[config.mk]
export PLATFORM = sky130hd
export DESIGN_NAME = uart_cmd_ctrl
export DESIGN_NICKNAME = d
export VERILOG_FILES = /design/src/rtl/uart_cmd_ctrl.sv
export SDC_FILE = /design/constraint.sdc
export NUM_CORES = 1
export LEC_CHECK = 0
export CAP_MARGIN = 20
export CORE_UTILIZATION = 25
export DETAILED_ROUTE_END_ITERATION = 8
export PLACE_DENSITY = 0.43
export SLEW_MARGIN = 10
export SYNTH_ARGS = -nofsm -noshare
export SYNTH_HDL_FRONTEND = slang
export SYNTH_SLANG_ARGS = --single-unit
[constraint.sdc]
create_clock -name clk -period 11.2 [get_ports clk]
set_clock_uncertainty 0.15 [all_clocks]
set_input_delay 1.12 -clock clk [delete_from_list [all_inputs] [get_ports clk]]
set_output_delay 1.12 -clock clk [all_outputs]
set_load 0.05 [all_outputs]
[src/rtl/uart_cmd_ctrl.sv]
// rtl/uart_cmd_ctrl.sv - UART command-frame controller with 16x8 register file
module uart_cmd_ctrl #(
    parameter logic [7:0] HEADER      = 8'hAA,
    parameter int         TIMEOUT_CYC = 208320,
    parameter int         ERR_W       = 8
) (
    input  logic             clk,
    input  logic             rst,
    input  logic             rx_valid,
    input  logic [7:0]       rx_data,
    output logic             wr_en,
    output logic [3:0]       wr_addr,
    output logic [7:0]       wr_data,
    input  logic [3:0]       rd_addr,
    output logic [7:0]       rd_data,
    output logic             busy,
    output logic             frame_err,
    output logic             timeout,
    output logic [ERR_W-1:0] err_cnt
);

    typedef enum logic [2:0] {
        S_IDLE   = 3'd0,
        S_ADDR   = 3'd1,
        S_DATA   = 3'd2,
        S_CSUM   = 3'd3,
        S_COMMIT = 3'd4
    } state_t;

    localparam int               GAP_W    = $clog2(TIMEOUT_CYC + 1);
    localparam logic [GAP_W-1:0] GAP_LAST = GAP_W'(TIMEOUT_CYC - 1);
    localparam logic [ERR_W-1:0] ERR_MAX  = '1;

    state_t           state;
    logic [GAP_W-1:0] gap;
    logic [7:0]       addr_byte;
    logic [7:0]       data_byte;
    logic [7:0]       csum;
    logic [7:0]       regs [16];

    // Checksum is the 8-bit wrapping sum of the address and data bytes
    assign csum    = addr_byte + data_byte;
    assign busy    = (state != S_IDLE);
    assign rd_data = regs[rd_addr];

    // Frame sequencer, gap timer, error counter and register file
    always_ff @(posedge clk or posedge rst) begin
        if (rst) begin
            state     <= S_IDLE;
            gap       <= '0;
            addr_byte <= '0;
            data_byte <= '0;
            wr_en     <= 1'b0;
            wr_addr   <= '0;
            wr_data   <= '0;
            frame_err <= 1'b0;
            timeout   <= 1'b0;
            err_cnt   <= '0;
            for (int i = 0; i < 16; i++) begin
                regs[i] <= '0;
            end
        end else begin
            wr_en     <= 1'b0;
            frame_err <= 1'b0;
            timeout   <= 1'b0;
            case (state)
                S_IDLE, S_COMMIT: begin
                    gap <= '0;
                    // wr_addr/wr_data were loaded on entry to COMMIT
                    if (state == S_COMMIT) begin
                        regs[wr_addr] <= wr_data;
                    end
                    if (rx_valid && rx_data == HEADER) begin
                        state <= S_ADDR;
                    end else begin
                        state <= S_IDLE;
                    end
                end
                S_ADDR, S_DATA, S_CSUM: begin
                    // A byte arriving on the expiry cycle still counts
                    if (rx_valid) begin
                        gap <= '0;
                        if (state == S_ADDR) begin
                            addr_byte <= rx_data;
                            state     <= S_DATA;
                        end else if (state == S_DATA) begin
                            data_byte <= rx_data;
                            state     <= S_CSUM;
                        end else if (rx_data == csum && addr_byte[7:4] == 4'h0) begin
                            wr_en   <= 1'b1;
                            wr_addr <= addr_byte[3:0];
                            wr_data <= data_byte;
                            state   <= S_COMMIT;
                        end else begin
                            frame_err <= 1'b1;
                            if (err_cnt != ERR_MAX) begin
                                err_cnt <= err_cnt + 1'b1;
                            end
                            state <= S_IDLE;
                        end
                    end else if (gap == GAP_LAST) begin
                        timeout <= 1'b1;
                        if (err_cnt != ERR_MAX) begin
                            err_cnt <= err_cnt + 1'b1;
                        end
                        gap   <= '0;
                        state <= S_IDLE;
                    end else begin
                        gap <= gap + 1'b1;
                    end
                end
                default: begin
                    gap   <= '0;
                    state <= S_IDLE;
                end
            endcase
        end
    end

endmodule

==> out/results.ini, run 1 <==
[outcome]
run_status=finished, final reports clean

[cells_and_area]
drive_gt1_share_pct=38.4
regArea_um2=4700
areaGrowthSynthToFinish_pct=20.2
layout_common_cells=188 x dfrtp_1, 156 x mux2_2, 45 x clkdlybuf4s50_1
final_common_cell=dfrtp_1
final_core_util_pct=30.5
multi_input_area_um2=3910
diodes=0
final_nets=684
fill_cells=3421
final_cells=1127

[timing]
period_minus_slack_ps=4900
worst_slew_pin_slew_ps=934
slew_headroom_pct=37.5
rsz0062_at_grt=false
setup_viol=0
final_hold_viol_count=0
whs_ps=348
period_share_pct=43.8
tns_ps=0
fmax_ghz=0.204
slew_violations=0

[clock_network]
cts_buffers=17
postCtsSetupBuffers=0
worstSkewPairLatency_ps=430
cts_tree=yes
cts-resized-gates=0
htreeDepth=4
postCtsHoldBufs=0
cts_root_buf=clkbuf_16
clockBufferDepth=2
clk_pin_slew_ps=60
cts.sink_count=188

[worst_setup_path]
crit_type=in2out
cpMaxStageDelayCell=clkdlybuf4s50_1
cp.required_ps=9930
rr_worst_depth=10
path_cells=clkdlybuf4s50_1 -> buf_4 -> mux4_2 -> mux4_2 -> clkdlybuf4s50_1
cp.arrival_ps=3630
reg2reg_slack_ps=7880
cpPeakStageDelay_ps=720
endpoint_kind=primary output
start_kind=input pin
cp_max_fo=32

[power]
intPower_mw=1.29
p_clk_share_pct=38.3
combPwrFrac_pct=19.1
power_frac_seq_pct=42.7
p_leak_nw=4.74
power.density_nw_per_um2=170
netSwitchingPower_mw=0.499
p_sw_share_pct=27.9
ir_drop_mv=0.101

[logic_synthesis]
synth_nets=629
synth_edf_count=0
synth_top_family_by_area=multiplexers
synth_seq_area_share_pct=53.8
synth_top_area_cell=dfrtp_1
synth_cell_types=46
ys_ff_latch=188
synth_compound_area_share_pct=1.70
syn_avg_cell_area_um2=14.5
async_flop_share_pct=100
ys_dominant_reg_cell=dfrtp_1
yosysWarnings=0
synth-simple-area-share_pct=7.48
yosysTopAreaCellShare_pct=53.8
synthCells=604
synth_xor_area_share_pct=3.50
synth_mux_area_share_pct=30.5
synth_area_leaders=dfrtp_1 54%, mux2_2 20%, mux4_2 10%, xor2_1 1.8%, xnor2_1 1.7%
syn_area_um2=8750
synthAdderAreaFrac_pct=1.52

[grt]
grt_pass1_vias=5537
grtUsageTotal_pct=12.7
grt.overflow.total=0
grt_antenna_before_repair=0
grt_max_degree=107
grt_pass1_wl_um=34100

[floorplanning]
start_util_pct=25.4
die_area_um2=35800
io_pins=47
rows=68
die_w_um=189
core-area_um2=34500
dieHeight_um=189

[placement]
hpwl_um=14300
place_congestion=0.757
dp.cells=1091
io_buffer_count=46

[routing]
dr.pass1.iters=4
initialDrtViolationCount=287
wire_per_inst_um=18.9
via_count=5206
drc_errors=0
viasPerCell=4.62
ant_nets=0
postRouteWirelength_um=21300

[worst_hold_path]
hold_class=reg2reg
hold_depth=1

[flow_run]
cap_violations=0

-- Yosys cell counts, types with 2 or more instances --
cell type	n
nor2_1	34
nor4_2	2
a21oi_1	10
nand2b_1	3
xnor2_1	17
nand4_1	5
and3b_1	2
xor2_1	18
nand2_1	21
or3_1	4
nor3_1	3
mux4_2	40
dfrtp_1	188
and2_1	2
nand3_1	17
nor4_1	2
a31oi_1	2
clkbuf_1	19
buf_2	2
o21ai_0	4
and3_1	7
buf_1	5
nor2b_1	2
ha_1	9
mux2_2	156
nor3_2	4
nor4_4	2
inv_1	6
-- power groups by stage --
stage | Clock (mW) | Sequential (mW) | Combinational, mW
detailed placement | 0 | 0.776 | 0.339
floorplan | 0 | 0.771 | 0.257
CTS | 0.710 | 0.763 | 0.343
global placement | 0 | 0.775 | 0.338
global route | 0.732 | 0.769 | 0.375
finish | 0.684 | 0.762 | 0.341
-- registers in the layout (all words and copies together), names as in the netlist --
| signal | count |
|---|---|
| data_byte | 8 |
| wr_en | 1 |
| gap | 18 |
| addr_byte | 8 |
| wr_addr | 4 |
| frame_err | 1 |
| timeout | 1 |
| state | 3 |
| regs | 128 |
| wr_data | 8 |
| err_cnt | 8 |
-- metal layers --
| metal | part of all wire [%] | track usage (%) | wire length (um) | vias up |
|---|---|---|---|---|
| met5 | 0 | 0 | 0 | - |
| met4 | 1.5 | 4.22 | 310 | 0 |
| met3 | 2.6 | 2.61 | 559 | 20 |
| met2 | 48 | 20.3 | 10300 | 85 |
| met1 | 48 | 17.2 | 10200 | 2767 |
| li1 | - | - | - | 2334 |
-- through the flow --
stage	instance area [um^2]	total power [mW]	setup slack [ps]
after global placement	9750	1.11	6100
after CTS	10400	1.82	6030
after floorplan	8750	1.03	4820
after global routing	10500	1.88	6230
after detailed placement	9770	1.11	6030
final	10500	1.79	6300
-- cells by family after synthesis --
logic type	Yosys count
AOI/OAI and AO/OA	24
buffers and inverters	33
adders and majority gates	10
DFF	188
xor gates and xnor gates	35
and+or+nand+nor	117
muxes	197
-- critical path, delay by kind of cell --
family   cells  cell delay, ps
buf+inv      3            1610
mux          2             900
-- area by class of cell --
type,count,share of cell area (%)
clock buffers,20,4.44
well taps,455,5.41
flip-flops and latches,188,44.7
clock inverters,12,1.96
repair buffers,63,6.02
inverters,6,0.262
multi-input cells,383,37.2
-- path summary, 6_finish.rpt --
kind / start / end
worst max-delay path: rd_addr[1] / rd_data[2]
worst min-delay path: gap[0] / gap[0]
worst max register to register: addr_byte[0] / wr_data[4]
worst min register to register: gap[0] / gap[0]
max in group asynchronous: rst / regs[94]
min in group asynchronous: rst / err_cnt[5]
No activity file was read; power rests on OpenSTA's default activity.
==> inputs of run 2 (changes only) <==
--- a/config.mk
+++ b/config.mk
@@ -8,7 +8,7 @@
 export CAP_MARGIN = 20
 export CORE_UTILIZATION = 25
 export DETAILED_ROUTE_END_ITERATION = 8
-export PLACE_DENSITY = 0.43
+export PLACE_DENSITY = 0.44
 export SLEW_MARGIN = 10
 export SYNTH_ARGS = -nofsm -noshare
 export SYNTH_HDL_FRONTEND = slang
==> constraint.sdc (replaced) <==
create_clock -name clk -period 4.2 [get_ports clk]
set_clock_uncertainty 0.15 [all_clocks]
set_input_delay 0.42 -clock clk [delete_from_list [all_inputs] [get_ports clk]]
set_output_delay 0.42 -clock clk [all_outputs]
set_load 0.05 [all_outputs]
==> run 2 against run 1 <==
Count of clock-buffer cells in the layout down 3. Die area unchanged. Utilization down 0.42 points. Non-clock buffer count down 5. Register-to-register slack worse by 6700 ps. Cell count down 0.44%. Power rose to 2.6 times the previous value. Sequential share of layout area up 0.63 points. Critical path depth up 5. Flip-flop and latch count unchanged. Final area down 1.4%. First-iteration DRC count up 36%. Critical path type is now reg2reg.
==> out/results.ini, run 2 (same netlist as run 1, synthesis figures left out) <==
[clock_network]
htreeDepth=4
clk_pin_slew_ps=80
worstSkewPairLatency_ps=430
cts-resized-gates=0
cts.sink_count=188
cts_root_buf=clkbuf_16
clockBufferDepth=2
postCtsSetupBuffers=0
cts_tree=yes
cts_buffers=17
postCtsHoldBufs=0

[grt]
grt_pass1_wl_um=33500
grt_max_degree=94
grt_pass1_vias=5302
grt_antenna_before_repair=0
grtUsageTotal_pct=12.4
grt.overflow.total=0

[worst_setup_path]
worstSetupEndpoint=wr_data[5]
cpPeakStageDelay_ps=450
cp_max_fo=13
cp_top_family=adder cells
start_kind=flop
endpoint_kind=flop
crit_type=reg2reg
cp.required_ps=4370
crit_cells=10
crit_path_start=addr_byte[0]
path_cells=ha_1 -> fa_1 -> a211oi_1 -> o21bai_1 -> a21oi_1 -> xnor2_1 -> nand3_1 -> nor2_1 -> buf_4 -> mux2_2
crit_buf_inv=1
cp.arrival_ps=3190
timing.rr.end=wr_data[5]
cpMaxStageDelayCell=fa_1
r2r_start=addr_byte[0]
rr_worst_depth=10
reg2reg_slack_ps=1180

[cells_and_area]
reg_top3=regs (128), gap (18)
largest_register_ffs=128
areaGrowthSynthToFinish_pct=18.6
final_nets=679
drive_gt1_share_pct=39.1
final_cells=1122
layout_common_cells=188 x dfrtp_1, 156 x mux2_2, 40 x mux4_2
final_common_cell=dfrtp_1
fill_cells=3446
fin_area_um2=10400
regMostFlops=regs
diodes=0

[floorplanning]
rows=68
io_pins=47
die_w_um=189
dieHeight_um=189
start_util_pct=25.4
core-area_um2=34500
die_area_um2=35800

[outcome]
run_status=finished, final reports clean

[worst_hold_path]
hold_class=in2async

[timing]
slew_violations=0
period_share_pct=71.9
final_hold_viol_count=0
period_minus_slack_ps=3020
setup_viol=0
rsz0062_at_grt=false
worst_slew_pin_slew_ps=1120
fmax_ghz=0.331
tns_ps=0
slew_headroom_pct=25.1

[routing]
wire_per_inst_um=18.8
ant_nets=0
viasPerCell=4.57
drc_errors=0
dr.pass1.iters=4
postRouteWirelength_um=21100
initialDrtViolationCount=391
via_count=5131

[placement]
hpwl_um=14600
dp.cells=1090
io_buffer_count=46
place_congestion=0.736
placed_cell_area_um2=9760

[power]
p_total_mw=4.60
ir_drop_mv=0.329
p_leak_nw=4.68
power.density_nw_per_um2=444

[flow_run]
cap_violations=0

## run 2: cell count changes in the layout (fill, tap and decap cells not counted), sizes merged
cell           before  now
clkdlybuf4s50      45   37
bufinv              5    0
buf                17   21
clkbuf             21   17
inv                 7   11
clkinv              5    7
clkinvlp            1    3
## run 2: how the worst min path moves through the flow
| stage | from | to | slack, ps |
|---|---|---|---|
| after global routing | rst | gap[15] | 230 |
| after detailed placement | gap[0] | gap[0] | 330 |
| after floorplan | gap[0] | gap[0] | 310 |
| after CTS | rst | gap[15] | 200 |
| after global placement | gap[0] | gap[0] | 330 |
| final | rst | err_cnt[6] | 200 |
## run 2: final cells by class
class	count	area, um^2	share of cell area [%]
sequential	188	4700	45.4
multi-input combinational	383	3910	37.7
tap	455	569	5.49
timing repair buffer	58	546	5.26
clock buffer	17	425	4.10
clock inverter	15	191	1.85
inverter	6	26.3	0.253
## run 2: report_power, final
part / total [mW] / internal, mW / switching, mW
clock: 1.66 / 0.815 / 0.841
combinational: 0.907 / 0.404 / 0.503
sequential: 2.04 / 1.91 / 0.130
## run 2: metal layers
layer / up-vias / global-route usage (%) / wire length, um
met3: 14 / 2.47 / 486
met4: 0 / 3.44 / 212
li1: 2325 / - / -
met5: - / 0 / 0
met2: 72 / 19.2 / 9850
met1: 2720 / 17.6 / 10600
## run 2: stage by stage
step           utilization, %  hold WS [ps]  setup slack (ps)
6_report                 30.1           198              1180
5_1_grt                  30.1           226              1080
4_1_cts                  30.1           200              1180
3_5_place_dp             28.3           329              1190
3_3_place_gp             28.2           328              1180
2_1_floorplan               -           305              1210
==> inputs of run 3 (changes only) <==
--- a/config.mk
+++ b/config.mk
@@ -8,7 +8,7 @@
 export CAP_MARGIN = 20
 export CORE_UTILIZATION = 25
 export DETAILED_ROUTE_END_ITERATION = 8
-export PLACE_DENSITY = 0.44
+export PLACE_DENSITY = 0.43
 export SLEW_MARGIN = 10
 export SYNTH_ARGS = -nofsm -noshare
 export SYNTH_HDL_FRONTEND = slang
==> constraint.sdc (replaced) <==
create_clock -name clk -period 2.85 [get_ports clk]
set_clock_uncertainty 0.15 [all_clocks]
set_input_delay 0.285 -clock clk [delete_from_list [all_inputs] [get_ports clk]]
set_output_delay 0.285 -clock clk [all_outputs]
set_load 0.05 [all_outputs]
==> run 3 against run 2 <==
First-iteration DRC count is 42% lower. Worst setup slack worse by 1100 ps. Power is 54% higher. Non-clock buffer count is 35 higher. Count of clock-buffer cells in the layout is 1 higher. Worst hold slack worse by 49 ps. Fmax is 7.2% higher. Final area is 3.7% higher. Utilization is 1.1 points higher. Global-route usage is 0.37 points higher. Combinational power is 73% higher. Critical endpoint is now wr_data[3]. Largest cell class unchanged.
==> out/results.ini, run 3 (same netlist as run 1, synthesis figures left out) <==
[routing]
initialDrtViolationCount=228
postRouteWirelength_um=21200
wire_per_inst_um=18.4
via_count=5274
dr.pass1.iters=5
viasPerCell=4.56
ant_nets=0
drc_errors=0

[worst_setup_path]
start_kind=flop
endpoint_kind=flop
cp.required_ps=3010
cp_max_fo=7
cp.arrival_ps=2980
crit_type=reg2reg

[grt]
met2_usage_pct=21.0
use_met1_pct=17.2
grt_pass1_vias=5859
grtUsageTotal_pct=12.8
grt_pass1_wl_um=34900
grt_max_degree=80
busiest_layer=met2
grtUsageMet3_pct=2.30
grt_antenna_before_repair=0
grt.overflow.total=0

[clock_network]
clockBufferDepth=2
cts_buffers=17
cts.sink_count=188
cts_root_buf=clkbuf_16
postCtsHoldBufs=0
clk_pin_slew_ps=80
worstSkewPairLatency_ps=430
htreeDepth=4
cts_tree=yes

[cells_and_area]
drive_gt1_share_pct=43.1
reg_top3=regs (128), gap (18)
final_nets=714
regMostFlops=regs
final_core_util_pct=31.2
fill_cells=3398
diodes=0
largest_register_ffs=128
areaGrowthSynthToFinish_pct=23.0
layout_common_cells=188 x dfrtp_1, 151 x mux2_2, 47 x buf_4
final_common_cell=dfrtp_1

[placement]
io_buffer_count=46
hpwl_um=14900
place_congestion=0.791

[timing]
fmax_ghz=0.355
slew_headroom_pct=54.6
slew_violations=0
period_minus_slack_ps=2820
worst_slew_pin_slew_ps=680
period_share_pct=98.9
tns_ps=0
final_hold_viol_count=0
setup_viol=0
rsz0062_at_grt=true

[power]
combPwrFrac_pct=22.1
ir_drop_mv=0.423
netSwitchingPower_mw=2.13
p_clk_share_pct=35.6
p_leak_nw=4.89
intPower_mw=4.99
power_frac_seq_pct=42.3
power.density_nw_per_um2=661
p_sw_share_pct=29.9

[outcome]
run_status=finished, final reports clean

[floorplanning]
dieHeight_um=189
io_pins=47
die_w_um=189
rows=68
start_util_pct=25.4
core-area_um2=34500
die_area_um2=35800

[flow_run]
cap_violations=0

[worst_hold_path]
hold_class=in2async

==> run 3: cell count changes in the layout (fill, tap and decap cells not counted), moves of 3 or more <==
cell / change
mux2_2: -5
clkinv_8: -6
buf_12: +3
buf_4: +30
bufinv_16: +3
mux2_4: +5
==> run 3: worst paths after layout <==
check	startpoint	endpoint	slack (ps)	depth (start not counted)
max in group asynchronous	rst	regs[76]	1540	3
worst max register to register	data_byte[0]	wr_data[3]	30	9
worst min-delay path	rst	err_cnt[2]	150	2
worst min register to register	gap[0]	gap[0]	340	1
min in group clk	gap[0]	gap[0]	340	1
worst max-delay path	data_byte[0]	wr_data[3]	30	9
==> run 3: power groups by stage <==
stage               registers, mW  logic, mW  clock network [mW]
detailed placement           3.05       1.46                   0
global route                 3.03       1.73                2.72
global placement             3.04       1.45                   0
finish                       3.01       1.57                2.53
CTS                          3.00       1.52                2.61
floorplan                    3.03       1.01                   0
==> run 3: stage by stage <==
stage / setup WS, ps / hold WS (ps) / std cells / total power [mW] / instance area (um^2)
detailed placement: -53.7 / 335 / 1120 / 4.51 / 10000
global placement: 9.86 / 332 / 1120 / 4.49 / 10000
CTS: 3.89 / 169 / 1152 / 7.13 / 10700
global route: -72.6 / 195 / 1156 / 7.48 / 10800
floorplan: -5.49 / 287 / 604 / 4.04 / 8750
finish: 30.5 / 149 / 1156 / 7.11 / 10800
==> run 3: repair_timing <==
item,CTS,global route
gates cloned,1,0
endpoints found under the hold margin,0,0
setup endpoints to repair,13,19
buffers inserted,0,4
pin swaps,0,8
gates resized for setup,9,11
==> run 3: final cells by class <==
cell class / count / area (um^2) / area share (%)
sequential: 188 / 4700 / 43.7
multi-input combinational: 383 / 3990 / 37.0
timing repair buffer: 93 / 853 / 7.93
tap: 455 / 569 / 5.29
clock buffer: 18 / 439 / 4.08
clock inverter: 13 / 180 / 1.67
inverter: 6 / 26.3 / 0.244
==> run 3: layer usage <==
layer,vias to the layer above,wire length [um]
met5,-,0
met2,65,10300
met4,0,311
met1,2809,10100
met3,16,512
li1,2384,-
==> run 3: critical path, cell delays in order, from the launching register on <==
cell and delay, ps:
dfrtp_1 380, ha_2 210, fa_2 540, xnor2_1 110
nand4_1 160, nor4_4 360, nand3_2 160, nor2_4 150
buf_6 150, mux2_2 330
